## src/rtl/seq_pattern_gen_pkg.sv

```systemverilog
`default_nettype none
// ============================================================================
//  Module   : seq_gen_pkg
//  Brief    : Shared defaults, FSM state encoding and sizing helper for the
//             serial pattern generator.
//  Revision : 1.0  initial release
// ============================================================================
package seq_gen_pkg;

  localparam int         DEF_PAT_W       = 4;
  localparam int         DEF_CNT_W       = 4;
  localparam logic [3:0] DEF_PAT_DEFAULT = 4'b1010;

  localparam logic [1:0] c_IDLE   = 2'd0;
  localparam logic [1:0] c_SHIFT  = 2'd1;
  localparam logic [1:0] c_PARITY = 2'd2;

  // Width of a counter that indexes bit positions PAT_W-1 down to 0.
  function automatic int idx_w(input int pat_w);
    return (pat_w <= 2) ? 1 : $clog2(pat_w);
  endfunction

endpackage
`default_nettype wire

```

## src/rtl/seq_pattern_gen_if.sv

```systemverilog
`default_nettype none
// ============================================================================
//  Module   : seq_pattern_gen_if
//  Brief    : Request/stream bundle between a pattern-generator client
//             (master) and the generator itself (slave).
//  Revision : 1.0  initial release
// ============================================================================
interface seq_pattern_gen_if
  import seq_gen_pkg::*;
#(
  parameter int PAT_W = DEF_PAT_W,
  parameter int CNT_W = DEF_CNT_W
);

  logic             start;
  logic             use_default;
  logic [PAT_W-1:0] pattern;
  logic [CNT_W-1:0] rpt;
  logic             hold;
  logic             out;
  logic             out_valid;
  logic             busy;
  logic             done;

  modport master (
    output start, use_default, pattern, rpt, hold,
    input  out, out_valid, busy, done
  );

  modport slave (
    input  start, use_default, pattern, rpt, hold,
    output out, out_valid, busy, done
  );

endinterface
`default_nettype wire

```

## src/rtl/seq_pattern_gen_frame_shifter.sv

```systemverilog
`default_nettype none
// ============================================================================
//  Module   : seq_frame_shifter
//  Brief    : MSB-first frame shift register with a down-counting bit index.
//  Revision : 1.0  initial release
// ============================================================================
module seq_frame_shifter
  import seq_gen_pkg::*;
#(
  parameter int PAT_W = DEF_PAT_W
) (
  input  wire logic             clk,
  input  wire logic             reset,
  input  wire logic             load,
  input  wire logic             shift,
  input  wire logic [PAT_W-1:0] frame_in,
  output logic                  bit_out,
  output logic                  last_bit
);

  localparam int                 c_IDX_W = idx_w(PAT_W);
  localparam logic [c_IDX_W-1:0] c_IDX_TOP = c_IDX_W'(PAT_W - 1);

  logic [PAT_W-1:0]   r_sr;
  logic [c_IDX_W-1:0] r_idx;

  // load takes priority so a frame reload can coincide with the last shift slot
  always_ff @(posedge clk) begin
    if (reset) begin
      r_sr  <= '0;
      r_idx <= '0;
    end else if (load) begin
      r_sr  <= frame_in;
      r_idx <= c_IDX_TOP;
    end else if (shift) begin
      r_sr  <= {r_sr[PAT_W-2:0], 1'b0};
      r_idx <= r_idx - 1'b1;
    end
  end

  assign bit_out  = r_sr[PAT_W-1];
  assign last_bit = (r_idx == '0);

endmodule
`default_nettype wire

```

## src/rtl/seq_pattern_gen.sv

```systemverilog
`default_nettype none
// ============================================================================
//  Module   : seq_pattern_gen
//  Brief    : Serial test-pattern transmitter; shifts a frame out MSB-first
//             rpt+1 times. Macro SEQ_GEN_PARITY_EN appends an even-parity bit.
//  Revision : 1.0  initial release
// ============================================================================
module seq_pattern_gen
  import seq_gen_pkg::*;
#(
  parameter int               PAT_W       = DEF_PAT_W,
  parameter int               CNT_W       = DEF_CNT_W,
  parameter logic [PAT_W-1:0] PAT_DEFAULT = PAT_W'(DEF_PAT_DEFAULT)
) (
  input wire logic         clk,
  input wire logic         reset,
  seq_pattern_gen_if.slave bus
);

  logic [1:0]       r_state;
  logic [PAT_W-1:0] r_frame;
  logic [CNT_W-1:0] r_rpt;
  logic [CNT_W-1:0] r_cnt;
  logic             r_done;

  logic             w_bit;
  logic             w_last;
  logic             w_active;
  logic             w_more;
  logic             w_frame_end;
  logic             w_load;
  logic             w_shift;
  logic             w_out;
  logic [PAT_W-1:0] w_new_frame;
  logic [PAT_W-1:0] w_frame_in;

  assign w_new_frame = bus.use_default ? PAT_DEFAULT : bus.pattern;
  assign w_active    = (r_state != c_IDLE) && !bus.hold;
  assign w_more      = (r_cnt < r_rpt);

`ifdef SEQ_GEN_PARITY_EN
  logic r_par;
  logic w_to_parity;
  assign w_to_parity = w_active && (r_state == c_SHIFT) && w_last;
  assign w_frame_end = w_active && (r_state == c_PARITY);
`else
  assign w_frame_end = w_active && (r_state == c_SHIFT) && w_last;
`endif

  assign w_load     = ((r_state == c_IDLE) && bus.start) || (w_frame_end && w_more);
  assign w_shift    = w_active && (r_state == c_SHIFT) && !w_last;
  assign w_frame_in = (r_state == c_IDLE) ? w_new_frame : r_frame;

  seq_frame_shifter #(
    .PAT_W (PAT_W)
  ) u_shifter (
    .clk      (clk),
    .reset    (reset),
    .load     (w_load),
    .shift    (w_shift),
    .frame_in (w_frame_in),
    .bit_out  (w_bit),
    .last_bit (w_last)
  );

  always_ff @(posedge clk) begin
    if (reset) begin
      r_state <= c_IDLE;
      r_frame <= '0;
      r_rpt   <= '0;
      r_cnt   <= '0;
      r_done  <= 1'b0;
`ifdef SEQ_GEN_PARITY_EN
      r_par   <= 1'b0;
`endif
    end else begin
      r_done <= 1'b0;
      case (r_state)
        c_IDLE: begin
          if (bus.start) begin
            r_state <= c_SHIFT;
            r_frame <= w_new_frame;
            r_rpt   <= bus.rpt;
            r_cnt   <= '0;
`ifdef SEQ_GEN_PARITY_EN
            r_par   <= ^w_new_frame;
`endif
          end
        end
        c_SHIFT: begin
`ifdef SEQ_GEN_PARITY_EN
          if (w_to_parity) begin
            r_state <= c_PARITY;
          end
`else
          if (w_frame_end) begin
            if (w_more) begin
              r_cnt <= r_cnt + 1'b1;
            end else begin
              r_state <= c_IDLE;
              r_done  <= 1'b1;
            end
          end
`endif
        end
`ifdef SEQ_GEN_PARITY_EN
        c_PARITY: begin
          if (w_frame_end) begin
            if (w_more) begin
              r_cnt   <= r_cnt + 1'b1;
              r_state <= c_SHIFT;
            end else begin
              r_state <= c_IDLE;
              r_done  <= 1'b1;
            end
          end
        end
`endif
        default: r_state <= c_IDLE;
      endcase
    end
  end

  always_comb begin
    w_out = 1'b0;
    case (r_state)
      c_SHIFT:  w_out = w_bit;
`ifdef SEQ_GEN_PARITY_EN
      c_PARITY: w_out = r_par;
`endif
      default:  w_out = 1'b0;
    endcase
  end

  assign bus.out       = w_out;
  assign bus.out_valid = (r_state != c_IDLE);
  assign bus.busy      = (r_state != c_IDLE);
  assign bus.done      = r_done;

endmodule
`default_nettype wire

```

## src/flat_wrapper.sv

```systemverilog
// flat-port wrapper written by rule: the top's interface ports become plain ports
module seq_pattern_gen_flat import seq_gen_pkg::*;
#(
  parameter int               PAT_W       = DEF_PAT_W,
  parameter int               CNT_W       = DEF_CNT_W,
  parameter logic [PAT_W-1:0] PAT_DEFAULT = PAT_W'(DEF_PAT_DEFAULT)
)
  (clk, reset, bus_start, bus_use_default, bus_pattern, bus_rpt, bus_hold, bus_out, bus_out_valid, bus_busy, bus_done);
  seq_pattern_gen_if #(.PAT_W(PAT_W), .CNT_W(CNT_W)) bus_i ();
  input wire logic clk;
  input wire logic reset;
  input wire logic [$bits(bus_i.start)-1:0] bus_start;
  input wire logic [$bits(bus_i.use_default)-1:0] bus_use_default;
  input wire logic [$bits(bus_i.pattern)-1:0] bus_pattern;
  input wire logic [$bits(bus_i.rpt)-1:0] bus_rpt;
  input wire logic [$bits(bus_i.hold)-1:0] bus_hold;
  output wire logic [$bits(bus_i.out)-1:0] bus_out;
  output wire logic [$bits(bus_i.out_valid)-1:0] bus_out_valid;
  output wire logic [$bits(bus_i.busy)-1:0] bus_busy;
  output wire logic [$bits(bus_i.done)-1:0] bus_done;
  assign bus_i.start = bus_start;
  assign bus_i.use_default = bus_use_default;
  assign bus_i.pattern = bus_pattern;
  assign bus_i.rpt = bus_rpt;
  assign bus_i.hold = bus_hold;
  assign bus_out = bus_i.out;
  assign bus_out_valid = bus_i.out_valid;
  assign bus_busy = bus_i.busy;
  assign bus_done = bus_i.done;
  seq_pattern_gen #(.PAT_W(PAT_W), .CNT_W(CNT_W), .PAT_DEFAULT(PAT_DEFAULT)) u_core (.clk(clk), .reset(reset), .bus(bus_i));
endmodule
```

## config.mk

```make
export PLATFORM = sky130hd
export DESIGN_NAME = seq_pattern_gen_flat
export DESIGN_NICKNAME = d
export VERILOG_FILES = /design/src/rtl/seq_pattern_gen_pkg.sv /design/src/rtl/seq_pattern_gen_if.sv /design/src/rtl/seq_pattern_gen_frame_shifter.sv /design/src/rtl/seq_pattern_gen.sv /design/src/flat_wrapper.sv
export SDC_FILE = /design/constraint.sdc
export NUM_CORES = 1
export LEC_CHECK = 0
export CORE_UTILIZATION = 64
export DETAILED_ROUTE_END_ITERATION = 16
export DONT_BUFFER_PORTS = 1
export PLACE_DENSITY = 0.81
export SYNTH_ARGS = -nofsm -noshare
export SYNTH_HDL_FRONTEND = slang
export SYNTH_SLANG_ARGS = --single-unit
```

## constraint.sdc

```tcl
create_clock -name clk -period 4.98 [get_ports clk]
set_clock_uncertainty 0.1 [all_clocks]
set_input_delay 0.498 -clock clk [delete_from_list [all_inputs] [get_ports clk]]
set_output_delay 0.498 -clock clk [all_outputs]
set_load 0.05 [all_outputs]
```

== Word-level counts from Yosys, hierarchy flattened ==
Cells that the tools add are included.

* $add $sub $neg: 2
* Order comparisons: 1
* Equality and inequality tests: 5
* Muxes and demuxes: 16
* Bitwise operators: 2
* Reductions and logical operators: 18

{| class="wikitable"
|+ Operators by type and width
! cell !! count
|-
| 2-to-1 mux 4 bit || 7
|-
| 2-to-1 mux 2 bit || 5
|-
| case mux 4 bit (2 select lines) || 1
|-
| logical AND 1 bit || 6
|-
| nonzero test 2 bit || 3
|-
| adder 4 x 1 -> 4 bit (second input constant) || 1
|-
| logical NOT 2 bit || 2
|-
| less-than comparator 4 bit || 1
|-
| != test 2 x 1 -> 1 bit (second input constant) || 2
|-
| != test 2 bit (second input constant) || 2
|-
| case mux 2 bit (2 select lines) || 1
|-
| AND reduction 4 bit || 1
|-
| AND reduction 3 bit || 1
|-
| OR reduction 3 bit || 1
|-
| equality test 2 x 1 -> 1 bit (second input constant) || 1
|-
| logical NOT 1 bit || 2
|-
| 2-to-1 mux 1 bit || 2
|-
| NOT 1 bit || 2
|-
| AND reduction 2 bit || 1
|-
| subtractor 2 x 1 -> 2 bit (second input constant) || 1
|-
| logical OR 1 bit || 1
|}

* Register bits after elaboration: 21
* Bits of input ports: 13
* Output and inout bits: 4
* Word-level logic and storage cells: 51

== Longest topological paths before layout ==
* Depth in word-level cells: 7
* Gate-level depth with buffers: 6
* Depth with buffers taken out: 6

== Modules after synthesis ==
From an unflattened synthesis, not the netlist that was laid out.

* Cells, all modules: 118
* Area total of the unflattened synthesis: 1036.0 µm²

{| class="wikitable"
|+ Modules (own cells, without submodules)
! module !! times used !! cells an instance !! area an instance (µm²) !! sequential area each (µm²)
|-
| seq_pattern_gen || 1 || 90 || 758.2 || 280.3
|-
| seq_frame_shifter || 1 || 28 || 277.8 || 120.1
|}

== Worst setup path after synthesis ==
OpenSTA, ideal clock, no wires.

* Kind: reg-to-output
* Start point: register u_core.r_state[0]
* End point: output port bus_out
* Arrival time: 1447 ps
* Required time: 4382 ps
* Path slack: 2935 ps
* Stages on the path, launching flop included: 3
* Buffers on the path: 1
* Cell sequence: dfxtp_1 > clkbuf_1 > and2_1

* Word-level cells in the longest chain between the ends: 2

{| class="wikitable"
|+ RTL lines
! item !! line !! text
|-
| start: declaration || seq_pattern_gen.sv:20 || <nowiki>logic [1:0] r_state;</nowiki>
|-
| start signal: assignment || seq_pattern_gen.sv:68 || <nowiki>r_state <= c_IDLE;</nowiki>
|-
| start signal: assignment || seq_pattern_gen.sv:81 || <nowiki>r_state <= c_SHIFT;</nowiki>
|-
| start signal: assignment || seq_pattern_gen.sv:100 || <nowiki>r_state <= c_IDLE;</nowiki>
|-
| equality test 2 x 1 -> 1 bit || seq_pattern_gen.sv:126 || <nowiki>case (r_state)</nowiki>
|-
| 2-to-1 mux 1 bit || seq_pattern_gen.sv:126 ||
|-
| end: declaration || flat_wrapper.sv:17 || <nowiki>output wire logic [$bits(bus_i.out)-1:0] bus_out;</nowiki>
|}

Every way passes these cells.

== Worst setup path after layout ==
Same ends and word-level chain as after synthesis.

==> summary.md <==
| Metric | Value |
|---|---|
| RSZ-0062 raised after global routing | `no` |
| Vias after detailed routing | `824` |
| Run status | `complete, no violations` |
| Worst setup SP type | `flop` |
| IO Port Bufs | `0` |
| Reg clk slew, reported paths | `0.11 ns` |
| Crit path largest cell delay | `0.62 ns` |
| Critical path class | `reg2out` |
| Setup TNS | `0 ns` |
| CP required | `4.38 ns` |
| Tmin final | `2.03 ns` |
| Vias per cell | `6.06` |
| Post_cts resized | `0` |
| Core Area | `1490 sq um` |
| Distinct cell type count after synthesis | `33` |
| Number of max-cap violations | `0` |
| Worst Hold Launch | `reset` |
| Remaining DRCs | `0` |
| Most frequent cells in the layout | `20 x nand2_1, 20 x dfxtp_1, 12 x a21oi_1` |
| Largest net degree at the start of global routing | `21` |
| Cells after synthesis | `121` |
| Met1 usage | `0.269` |
| Drt total wl | `1.87 mm` |
| Clk Latency, worst-skew pair | `0.30 ns` |
| First-pass GRT wire length | `3.08 mm` |
| Worst Path Arrival | `1.44 ns` |
| Initial antenna violation count | `0` |
| Antenna diodes | `0` |
| Syn Nets | `139` |
| Met3 usage | `0.0478` |
| Number of flops mapped to enable cells by yosys | `0` |
| Number of global-route vias before repair | `773` |
| Fin crit share | `0.408` |
| Pwr Density | `301 nW/um^2` |
| Seq/Total Area, Yosys | `0.394` |
| Crit path max fanout | `16` |
| Fillers | `125` |
| Layout cells sized above 1 | `0.117` |
| Post-layout util | `0.707` |
| P_leak | `0.379 nW` |
| Io pins | `17` |
| Most frequently used flop master after synthesis | `dfxtp_1` |
| Die Area | `1750 sq um` |
| Hpwl dp | `1.36 mm` |
| Initial Util | `0.682` |
| Delay-heaviest family, CP | `flip-flops` |
| Reg-to-reg slack, setup | `3.14 ns` |
| FMAX | `492 MHz` |
| FF-to-FF path depth | `6` |
| Sink Count | `20` |
| Placed Instances | `132` |
| Antenna-violating nets left | `0` |
| CP cell instances | `and2_1` |
| Remaining global-route overflow | `0` |
| Gr busiest metal | `met2` |
| Clock Root Buffer | `clkbuf_4` |
| Area Overhead vs Synth | `3.57%` |
| Total power | `0.000317 W` |
| Rows | `14` |
| Die height | `41.8 um` |
| Fin cells | `136` |
| CTS buffer count | `3` |
| Relative slew slack | `0.437` |
| Placer Congestion | `0.813` |
| Setup repair bufs after CTS | `0` |
| Synth Register Bits | `20` |
| Cell area after synthesis | `1020 sq um` |
| Die X | `41.8 um` |
| Worst R2R End | `u_core.u_shifter.r_sr[2]` |
| M2 GR Usage | `0.388` |
| Asr flop ratio synth | `0` |
| Worst path buffer plus inverter count | `0` |
| Gr usage total | `0.226` |
| Max Slew Vio Count | `0` |
| Average wire per standard cell | `13.8 um` |
| Worst path slowest cell | `dfxtp_1` |
| Final #Nets | `139` |
| Worst min path class | `in2reg` |
| DRT Pass-1 Iters | `4` |
| Hold Fails Final Rpt | `0` |
| Yosys Warn Count | `0` |
| Hold Crit Depth | `1` |
| Finish-stage setup viols | `0` |
| CTS Buffer Depth | `2` |
| # hold bufs at CTS | `0` |
| TritonCTS clock tree | `done` |
| Hold Path End | `u_core.r_rpt[2]` |
| H-Tree Depth | `1` |
| Drt initial violations | `25` |
| CP endpoint kind | `output port` |
| Syn_area_per_cell | `8.40 sq um` |
| Reg2Reg Launch Point | `u_core.r_rpt[3]` |
| Least-Margin Pin Slew | `0.843 ns` |
| VDD IR-drop max | `219 uV` |
## worst max path at each step
| stage | slack (ns) | endpoint | depth (start not counted) | startpoint |
|---|---|---|---|---|
| floorplan | 2.94 | bus_out | 2 | u_core.r_state[0] |
| global placement | 3.22 | u_core.u_shifter.r_sr[2] | 3 | bus_start |
| detailed placement | 3.19 | u_core.r_cnt[2] | 6 | u_core.r_rpt[1] |
| CTS | 2.96 | bus_out | 1 | u_core.r_state[0] |
| global route | 2.88 | bus_out | 1 | u_core.r_state[0] |
| finish | 2.95 | bus_out | 1 | u_core.r_state[0] |
## power by group
group / internal (W) / switching [W] / total [W]
clock network: 0.0000446 / 0.0000485 / 0.0000931
registers: 0.000170 / 0.00000795 / 0.000177
logic: 0.0000171 / 0.0000290 / 0.0000461
total: 0.000231 / 0.0000854 / 0.000317
## logic make-up (layout without fill, tap and decap cells)
| family | Yosys count | in the layout | share of synthesized area |
|---|---|---|---|
| adder cells (fa/ha/maj) | 5 | 5 | 0.0616 |
| flip-flops | 20 | 20 | 0.394 |
| AO/OA/AOI/OAI | 34 | 34 | 0.232 |
| AND/OR/NAND/NOR | 49 | 49 | 0.255 |
| XOR/XNOR | 1 | 1 | 0.00862 |
| buffers and inverters | 12 | 11 | 0.0493 |
## per-layer routing
metal  share of wire  wire length [um]
met1            0.46               854
met2            0.47               880
met3           0.061               115
met4           0.012                23
met5               0                 0
## synth_stat cells (all sizes together) (2+ instances only)
| cell | number | area (sq um) |
|---|---|---|
| clkbuf | 4 | 15.0 |
| o21ai | 10 | 50.1 |
| o211ai | 2 | 33.8 |
| ha | 5 | 62.6 |
| a211oi | 4 | 35.0 |
| a21oi | 13 | 76.3 |
| inv | 6 | 22.5 |
| nand3 | 4 | 20.0 |
| nand4 | 3 | 18.8 |
| nor2 | 8 | 30.0 |
| dfxtp | 20 | 400 |
| nor3b | 3 | 38.8 |
| nand2 | 20 | 75.1 |
| and2 | 2 | 12.5 |
| buf | 2 | 12.5 |
| nand2b | 3 | 18.8 |
| a31oi | 2 | 12.5 |
## cell type report
class                      count  area, sq um  area share
multi-input combinational     89          566       0.537
clock buffer                   4         36.3      0.0345
tap                           16         20.0      0.0190
inverter                       6         22.5      0.0214
timing repair buffer           1         7.51     0.00713
sequential                    20          400       0.380
## metrics by stage
stage	hold WS [ns]	instance area [sq um]	setup slack, ns
2_1_floorplan	0.336	1020	2.94
3_3_place_gp	0.339	1020	3.22
3_5_place_dp	0.345	1020	3.19
4_1_cts	0.142	1050	2.96
5_1_grt	0.135	1050	2.88
6_report	0.148	1050	2.95
## registers in the layout, indices dropped and copies added, names as in the netlist
| register | count |
|---|---|
| u_core.bus.done | 1 |
| u_core.r_cnt | 4 |
| u_core.r_frame | 4 |
| u_core.r_rpt | 4 |
| u_core.r_state | 1 |
| u_core.u_shifter.r_idx | 2 |
| u_core.u_shifter.r_sr | 4 |
No activity file was read; power rests on OpenSTA's default activity.
